## src/rtl/portb_arbiter.sv

```systemverilog
// portb_arbiter: shares the CPU data port (port B) between the CPU and one
// DMA-style bus master. It decides the grant combinationally each cycle,
// keeps DMA bursts and DMA starvation bounded, and drives the CPU stall.
// Optional build macro: ARB_STATS_EN adds stall/DMA-beat statistics
// counters that are readable at bus addresses 65543 and 65544.
module portb_arbiter #(
  parameter int MAX_BURST    = 8,
  parameter int STARVE_LIMIT = 16,
  parameter int DMA_PRIO     = 0
) (
  input  logic        clk,
  input  logic        rst,
  input  logic        cpu_req,
  input  logic [31:0] cpu_addr,
  input  logic [31:0] cpu_wdata,
  input  logic        cpu_we,
  output logic [31:0] cpu_rdata,
  output logic        stall_cpu,
  input  logic        dma_req,
  input  logic [31:0] dma_addr,
  input  logic [31:0] dma_wdata,
  input  logic        dma_we,
  output logic        dma_gnt,
  output logic        dma_rvalid,
  output logic [31:0] dma_rdata,
  output logic [31:0] bus_addr,
  output logic [31:0] bus_wdata,
  output logic        bus_we,
  input  logic [31:0] bus_rdata,
  output logic [31:0] stats_data,
  output logic        stats_strobe
);

  localparam logic [7:0] BURST_MAX  = 8'(MAX_BURST);
  localparam logic [7:0] STARVE_MAX = 8'(STARVE_LIMIT - 1);

  logic [7:0] burst_cnt;
  logic [7:0] starve_cnt;
  logic       cpu_gnt;
  logic       vld_p1;

  // Saturating increment for the arbitration counters.
  function automatic logic [7:0] sat_inc(input logic [7:0] cnt, input logic [7:0] lim);
    return (cnt >= lim) ? lim : cnt + 8'd1;
  endfunction

  // Grant decision: uncontended requests win outright; on contention the
  // priority master wins unless its bound (burst or starvation) is reached.
  // All grants are forced off while reset is held.
  always_comb begin
    cpu_gnt = 1'b0;
    dma_gnt = 1'b0;
    if (rst) begin
      if (cpu_req && dma_req) begin
        if (DMA_PRIO != 0) begin
          if (burst_cnt == BURST_MAX) cpu_gnt = 1'b1;
          else                        dma_gnt = 1'b1;
        end else begin
          if (starve_cnt == STARVE_MAX) dma_gnt = 1'b1;
          else                          cpu_gnt = 1'b1;
        end
      end else begin
        cpu_gnt = cpu_req;
        dma_gnt = dma_req;
      end
    end
  end

  // Bus mux: the granted master drives the bus; with no grant the CPU
  // address is presented and no write occurs, so a stalled write is dropped.
  always_comb begin
    bus_addr  = dma_gnt ? dma_addr  : cpu_addr;
    bus_wdata = dma_gnt ? dma_wdata : cpu_wdata;
    bus_we    = (cpu_gnt & cpu_we) | (dma_gnt & dma_we);
    stall_cpu = rst & cpu_req & ~cpu_gnt;
    cpu_rdata = bus_rdata;
    dma_rdata = bus_rdata;
    dma_rvalid = vld_p1;
  end

  // Stage p0 -> p1: burst/starvation counters and the DMA read-return flag.
  always_ff @(posedge clk or negedge rst) begin
    if (!rst) begin
      burst_cnt  <= 8'd0;
      starve_cnt <= 8'd0;
      vld_p1     <= 1'b0;
    end else begin
      if (!cpu_req || cpu_gnt) burst_cnt <= 8'd0;
      else if (dma_gnt)        burst_cnt <= sat_inc(burst_cnt, BURST_MAX);
      if (!dma_req || dma_gnt) starve_cnt <= 8'd0;
      else                     starve_cnt <= sat_inc(starve_cnt, STARVE_MAX);
      vld_p1 <= dma_gnt & ~dma_we;
    end
  end

`ifdef ARB_STATS_EN
  localparam logic [31:0] ADDR_STALL = 32'd65543;
  localparam logic [31:0] ADDR_BEATS = 32'd65544;

  logic [31:0] stall_cycles;
  logic [31:0] dma_beats;
  logic        stats_clr;

  assign stats_clr = bus_we && (bus_addr == ADDR_STALL);

  // Statistics counters; a granted write to the stall address clears both
  // and wins over any increment in the same cycle.
  always_ff @(posedge clk or negedge rst) begin
    if (!rst) begin
      stall_cycles <= 32'd0;
      dma_beats    <= 32'd0;
    end else if (stats_clr) begin
      stall_cycles <= 32'd0;
      dma_beats    <= 32'd0;
    end else begin
      if (stall_cpu) stall_cycles <= stall_cycles + 32'd1;
      if (dma_gnt)   dma_beats    <= dma_beats + 32'd1;
    end
  end

  // Statistics read decode on the bus side; writes never strobe.
  always_comb begin
    stats_strobe = !bus_we && ((bus_addr == ADDR_STALL) || (bus_addr == ADDR_BEATS));
    stats_data   = 32'd0;
    if (bus_addr == ADDR_STALL)      stats_data = stall_cycles;
    else if (bus_addr == ADDR_BEATS) stats_data = dma_beats;
  end
`else
  assign stats_data   = 32'd0;
  assign stats_strobe = 1'b0;
`endif

endmodule
```

## config.mk

```make
export PLATFORM = sky130hd
export DESIGN_NAME = portb_arbiter
export DESIGN_NICKNAME = d
export VERILOG_FILES = /design/src/rtl/portb_arbiter.sv
export SDC_FILE = /design/constraint.sdc
export NUM_CORES = 1
export LEC_CHECK = 0
export CAP_MARGIN = 40
export CORE_AREA = 8 8 123 125
export DETAILED_ROUTE_END_ITERATION = 16
export DIE_AREA = 0 0 131 133
export GPL_ROUTABILITY_DRIVEN = 0
export GPL_TIMING_DRIVEN = 0
export PLACE_DENSITY_LB_ADDON = 0.15
export SETUP_SLACK_MARGIN = 0.1
export SLEW_MARGIN = 5
export SYNTH_ARGS = -nofsm -noshare
export SYNTH_HDL_FRONTEND = slang
export SYNTH_SLANG_ARGS = --single-unit
export TNS_END_PERCENT = 20
```

## constraint.sdc

```tcl
create_clock -name clk -period 2.1 [get_ports clk]
set_input_delay 0.21 -clock clk [delete_from_list [all_inputs] [get_ports clk]]
set_output_delay 0.21 -clock clk [all_outputs]
set_load 0.02 [all_outputs]
```

### Yosys cells after proc, flatten, opt, wreduce, memory -nomap -nowiden

Index checks and enable logic that the tools add are counted.

* output and inout bits: 165
* flip-flop bits (word level): 9
* input port bits: 166
* logic and storage cells: 26

* bitwise operators: 8
* multiplexer cells: 10
* equality and inequality tests: 1
* reductions and logical operators: 3
* $lt $le $gt $ge: 1
* add/subtract/negate cells: 1

Operators with widths (count)
* 2-to-1 mux 32 bit: 2
* 2-to-1 mux 8 bit: 2
* adder 8 x 1 -> 8 bit (second input constant): 1
* equality test 8 x 4 -> 1 bit (second input constant): 1
* >= comparator 8 x 4 -> 1 bit (second input constant): 1
* 2-to-1 mux 1 bit: 6
* AND 1 bit: 5
* inverter 1 bit: 2
* logical AND 1 bit: 1
* zero test 1 bit: 1
* logical OR 1 bit: 1
* bitwise OR 1 bit: 1

### Depth between registers and ports, before layout

* word-level depth: 6
* mapped depth: 7
* mapped depth without buffers: 5

### Worst setup path before layout

No wires, ideal clock.

* kind: register -> output
* start: register starve_cnt[6]
* end: output bus_addr[24]
* path buffers: 2
* arrival time: 1.803 ns
* cell stages (with the launch flop): 7
* path slack: 0.087 ns
* required time: 1.890 ns
* cells stage by stage: dfrtp_1 or4_4 o21ai_2 nand3_2 buf_6 buf_6 mux2_4

* word-level cells in the longest chain between the ends: 5

RTL lines
* start, declared: RTL line 38 `logic [7:0] starve_cnt;`
* start signal, assigned: RTL line 91 `else starve_cnt <= sat_inc(starve_cnt, STARVE_MAX);`
* equality test 8 x 4 -> 1 bit: RTL line 59 `if (starve_cnt == STARVE_MAX) dma_gnt = 1'b1;`
* 2-to-1 mux 1 bit: RTL line 59
* 2-to-1 mux 1 bit: RTL line 54 `if (cpu_req && dma_req) begin`
* 2-to-1 mux 1 bit: RTL line 53 `if (rst) begin`
* 2-to-1 mux 32 bit: RTL line 72 `bus_addr = dma_gnt ? dma_addr : cpu_addr;`
* end, declared: RTL line 26 `output logic [31:0] bus_addr,`

No other way between the ends.

### Worst setup path after layout

* start: register starve_cnt[6]
* end: output bus_wdata[8]

* word-level cells in the longest chain between the ends: 5

RTL lines
* equality test 8 x 4 -> 1 bit: RTL line 59
* 2-to-1 mux 1 bit: RTL line 59
* 2-to-1 mux 1 bit: RTL line 54
* 2-to-1 mux 1 bit: RTL line 53
* 2-to-1 mux 32 bit: RTL line 73 `bus_wdata = dma_gnt ? dma_wdata : cpu_wdata;`
* end, declared: RTL line 27 `output logic [31:0] bus_wdata,`

No other way between the ends.

==> summary.txt <==
Critical path
  – Cell mode on critical path: buf_12
  – Reg2reg start: starve_cnt[6]$_DFF_PN0_
  – Slowest cell on crit path: or4_4
  – Critical path type: reg2out
  – Critical path endpoint category: output port
  – Critical path, cell by cell: or4_4 > o21ai_4 > nand3_4 > buf_12 > buf_12 > mux2_4 > buf_6
  – Critical Path Source Type: flop
  – CP Launch Point: starve_cnt[6]$_DFF_PN0_
  – R2R Setup Slk: ~0.38 ns
  – Slowest stage delay, CP: between 0.5 and 0.6 ns
  – Worst-path fanout max: 10
  – Worst EP required: 1.89 ns
  – Crit path DAT: around 2.2 ns

Synthesis
  – Post-synthesis sequential area ratio: 0.111
  – Largest family of logic cells by synthesized area: multiplexers
  – Syn Inst Count: 200
  – Netlist cell types: 21
  – Synth area leader: buf_4
  – Most frequent cell after synthesis: buf_4
  – Most instantiated cells after synthesis: buf_4, mux2_4, mux2_2
  – Mapped Avg Cell Area: 10.2 µm²
  – Synthesized flop and latch total: 9
  – Post-synth EDFFs: 0
  – Ys flop type: dfrtp_1
  – Yosys top cell area share: 0.357
  – Yosys warns: 0
  – Mux contribution to synthesized area: 0.424
  – Post-Synth Adder-Cell Area: 0.00614
  – Post-synthesis xor/xnor area fraction: 0.00860
  – Simple-gate share of the synthesized area: 0.0289
  – Area contributors post-synth: buf_4, mux2_4, mux2_2
  – Synth Area in Compound Gates: 0.0264
  – Ys async rst share: 1.00
  – Synthesized cell area: between 2000 and 2500 µm²

Clock network
  – CTS tree: built
  – Clk sinks: 9
  – Root buf cell: clkbuf_16
  – CTS Buf Count: 3
  – Htree depth: 1
  – Clock transition at path regs: ~0.040 ns
  – CTS Hold Bufs: 0
  – Clk_lat worst skew: around 0.24 ns
  – CTS max path bufs: 2

Placed design
  – DP Area: between 5000 and 6000 µm²
  – IO Port Bufs: roughly 270
  – Hpwl dp: around 11,000 µm
  – Pre-CTS setup slack: -0.662 ns

STA
  – Peak Freq: between 0.4 and 0.5 GHz
  – Minimum clock period: 2.45 ns
  – Clock skew: 0.00373 ns
  – Post-route setup slack: -0.354 ns
  – Fin. max-slew vios: 0
  – RSZ-0062 raised after global routing: yes
  – Slew @ Worst Pin: between 0.6 and 0.7 ns
  – Final Hold Violating Endpoints: 0
  – Final clock period utilization by the worst path: 1.17
  – Hold Slack: about 0.36 ns
  – Final setup viols: 65
  – Slew HR: 0.597

Drt
  – Routed Wire Length: 11,800 µm
  – Avg WL per Cell: between 15 and 20 µm
  – Via/cell ratio: between 3 and 4
  – Drt pass-1 iters: 4
  – Iteration-0 DRC Markers: 12
  – # DRC: 0
  – Antenna Nets Post-Route: 0
  – Via count: 2,324

Die
  – Die area: 17,400 µm²
  – Num rows: 42
  – I/O pin cnt: 331
  – Initial core utilization: 0.156
  – Core Area: between 10,000 and 15,000 µm²
  – Die Wd: 131 µm
  – Die height: approximately 130 µm

Finish
  – Final Instance Area: roughly 5300 µm²
  – Layout cells sized above 1: 0.472
  – Utilization after layout: 0.406
  – Fin nets: around 680
  – Area grow syn2layout: 161%
  – # diodes: 0

Global route
  – Largest net degree at the start of global routing: 15
  – Vias in the first global route: between 2,000 and 2,500
  – GRT Util Overall: 0.119
  – Global-route wire length before repair: ~16,000 µm
  – Grt ovf: 0
  – Antenna violations before repair: 0

Flow run
  – Max Cap Viol: 0

Status
  – Outcome: finished with violations
  – Failing checks: setup timing

Power and ir drop
  – PwrDens: between 300 and 400 nW/µm²
  – Leakage Power: approximately 2.5 nW
  – Peak VDD IR: between 0.0004 and 0.0005 V

Min path
  – Hold Crit Class: in2async
-- state kept, by name, summed over array words and instances (netlist names) --
register / count
starve_cnt: 8
dma_rvalid: 1
-- power breakdown --
group | internal, mW | leakage [nW] | total, mW | switching (mW)
registers | 0.184 | 0.110 | 0.189 | 0.00506
clock network | 0.251 | 0.0409 | 0.334 | 0.0836
logic | 0.718 | 2.40 | 1.19 | 0.469
total | 1.15 | 2.55 | 1.71 | 0.557
-- layout make-up --
type / instances / area [µm²]
clock inverter: 1 / 5.00
fill: 1272 / 7770
tap: 176 / 220
buffer: 104 / 851
inverter: 2 / 7.51
clock buffer: 3 / 75.1
multi-input combinational: 121 / 1160
timing repair buffer: 271 / 2770
sequential: 9 / 225
-- worst max-delay path, delay by kind of cell (launching register included) --
family,cells,cell delay [ns]
and+or+nand+nor,2,0.68
buffers and inverters,3,0.48
DFF,1,0.36
muxes,1,0.30
AOI/OAI and AO/OA,1,0.17
-- metrics by stage --
step                      power (mW)  instances  TNS (ns)
after global routing            1.80        687    -26.84
after detailed placement        1.35        677    -38.12
after global placement          1.35        677    -37.06
after CTS                       1.71        685    -23.63
after floorplan                0.765        236         0
final                           1.71        687    -20.98
-- logic make-up (layout without fill, tap and decap cells) --
logic type,count (synthesis),count (layout)
AO/OA/AOI/OAI,8,8
other,1,37
buffers and inverters,106,381
flip-flops,9,9
multiplexers,64,64
adder cells (fa/ha/maj),1,1
XOR/XNOR,2,2
AND/OR/NAND/NOR,9,9
-- routing by layer --
layer / wire length (µm) / part of all wire / vias up / GRT usage
li1: - / - / 1161 / -
met1: 3720 / 0.32 / 1028 / 0.112
met2: 6820 / 0.58 / 128 / 0.249
met3: 1170 / 0.099 / 7 / 0.0297
met4: 50 / 0.0043 / 0 / 0.0134
met5: 0 / 0 / - / 0
-- path summary, 6_finish.rpt --
| path | to | depth (start not counted) |
|---|---|---|
| hold / removal | starve_cnt[3]$_DFF_PN0_ | 1 |
| min in group clk | starve_cnt[0]$_DFF_PN0_ | 1 |
| max in group asynchronous | starve_cnt[5]$_DFF_PN0_ | 1 |
| setup / recovery | bus_wdata[8] | 7 |
| hold reg to reg | starve_cnt[0]$_DFF_PN0_ | 1 |
| setup reg to reg | dma_rvalid$_DFF_PN0_ | 6 |
-- cell usage in the layout, fill, tap and decap left out --
master	synthesis	final
conb_1	1	37
dfrtp_1	9	9
or4_4	1	1
a21bo_2	1	1
inv_1	2	1
buf_2	2	3
mux2_2	26	26
clkinv_2	0	1
dlygate4sd2_1	0	9
buf_4	97	103
o21ai_4	0	1
nor2_1	2	2
buf_6	5	44
ha_1	1	1
clkdlybuf4s50_1	0	198
clkdlybuf4s15_2	0	11
a21oi_1	5	5
and4_1	1	1
inv_2	0	1
nand3_1	3	3
xnor2_1	1	1
buf_12	0	5
nand3_4	0	1
nor2b_1	1	1
mux2_4	38	38
a41o_1	1	1
clkbuf_16	0	5
xor2_1	1	1
-- repair_timing --
item / in CTS / in global routing
setup buffers: 4 / 0
cloned: 0 / 2
pin swaps: 2 / 2
hold endpoints to repair: 0 / 0
endpoints found under the setup margin: 67 / 67
resized for setup: 323 / 10
Power figures use the tool's default switching activity.
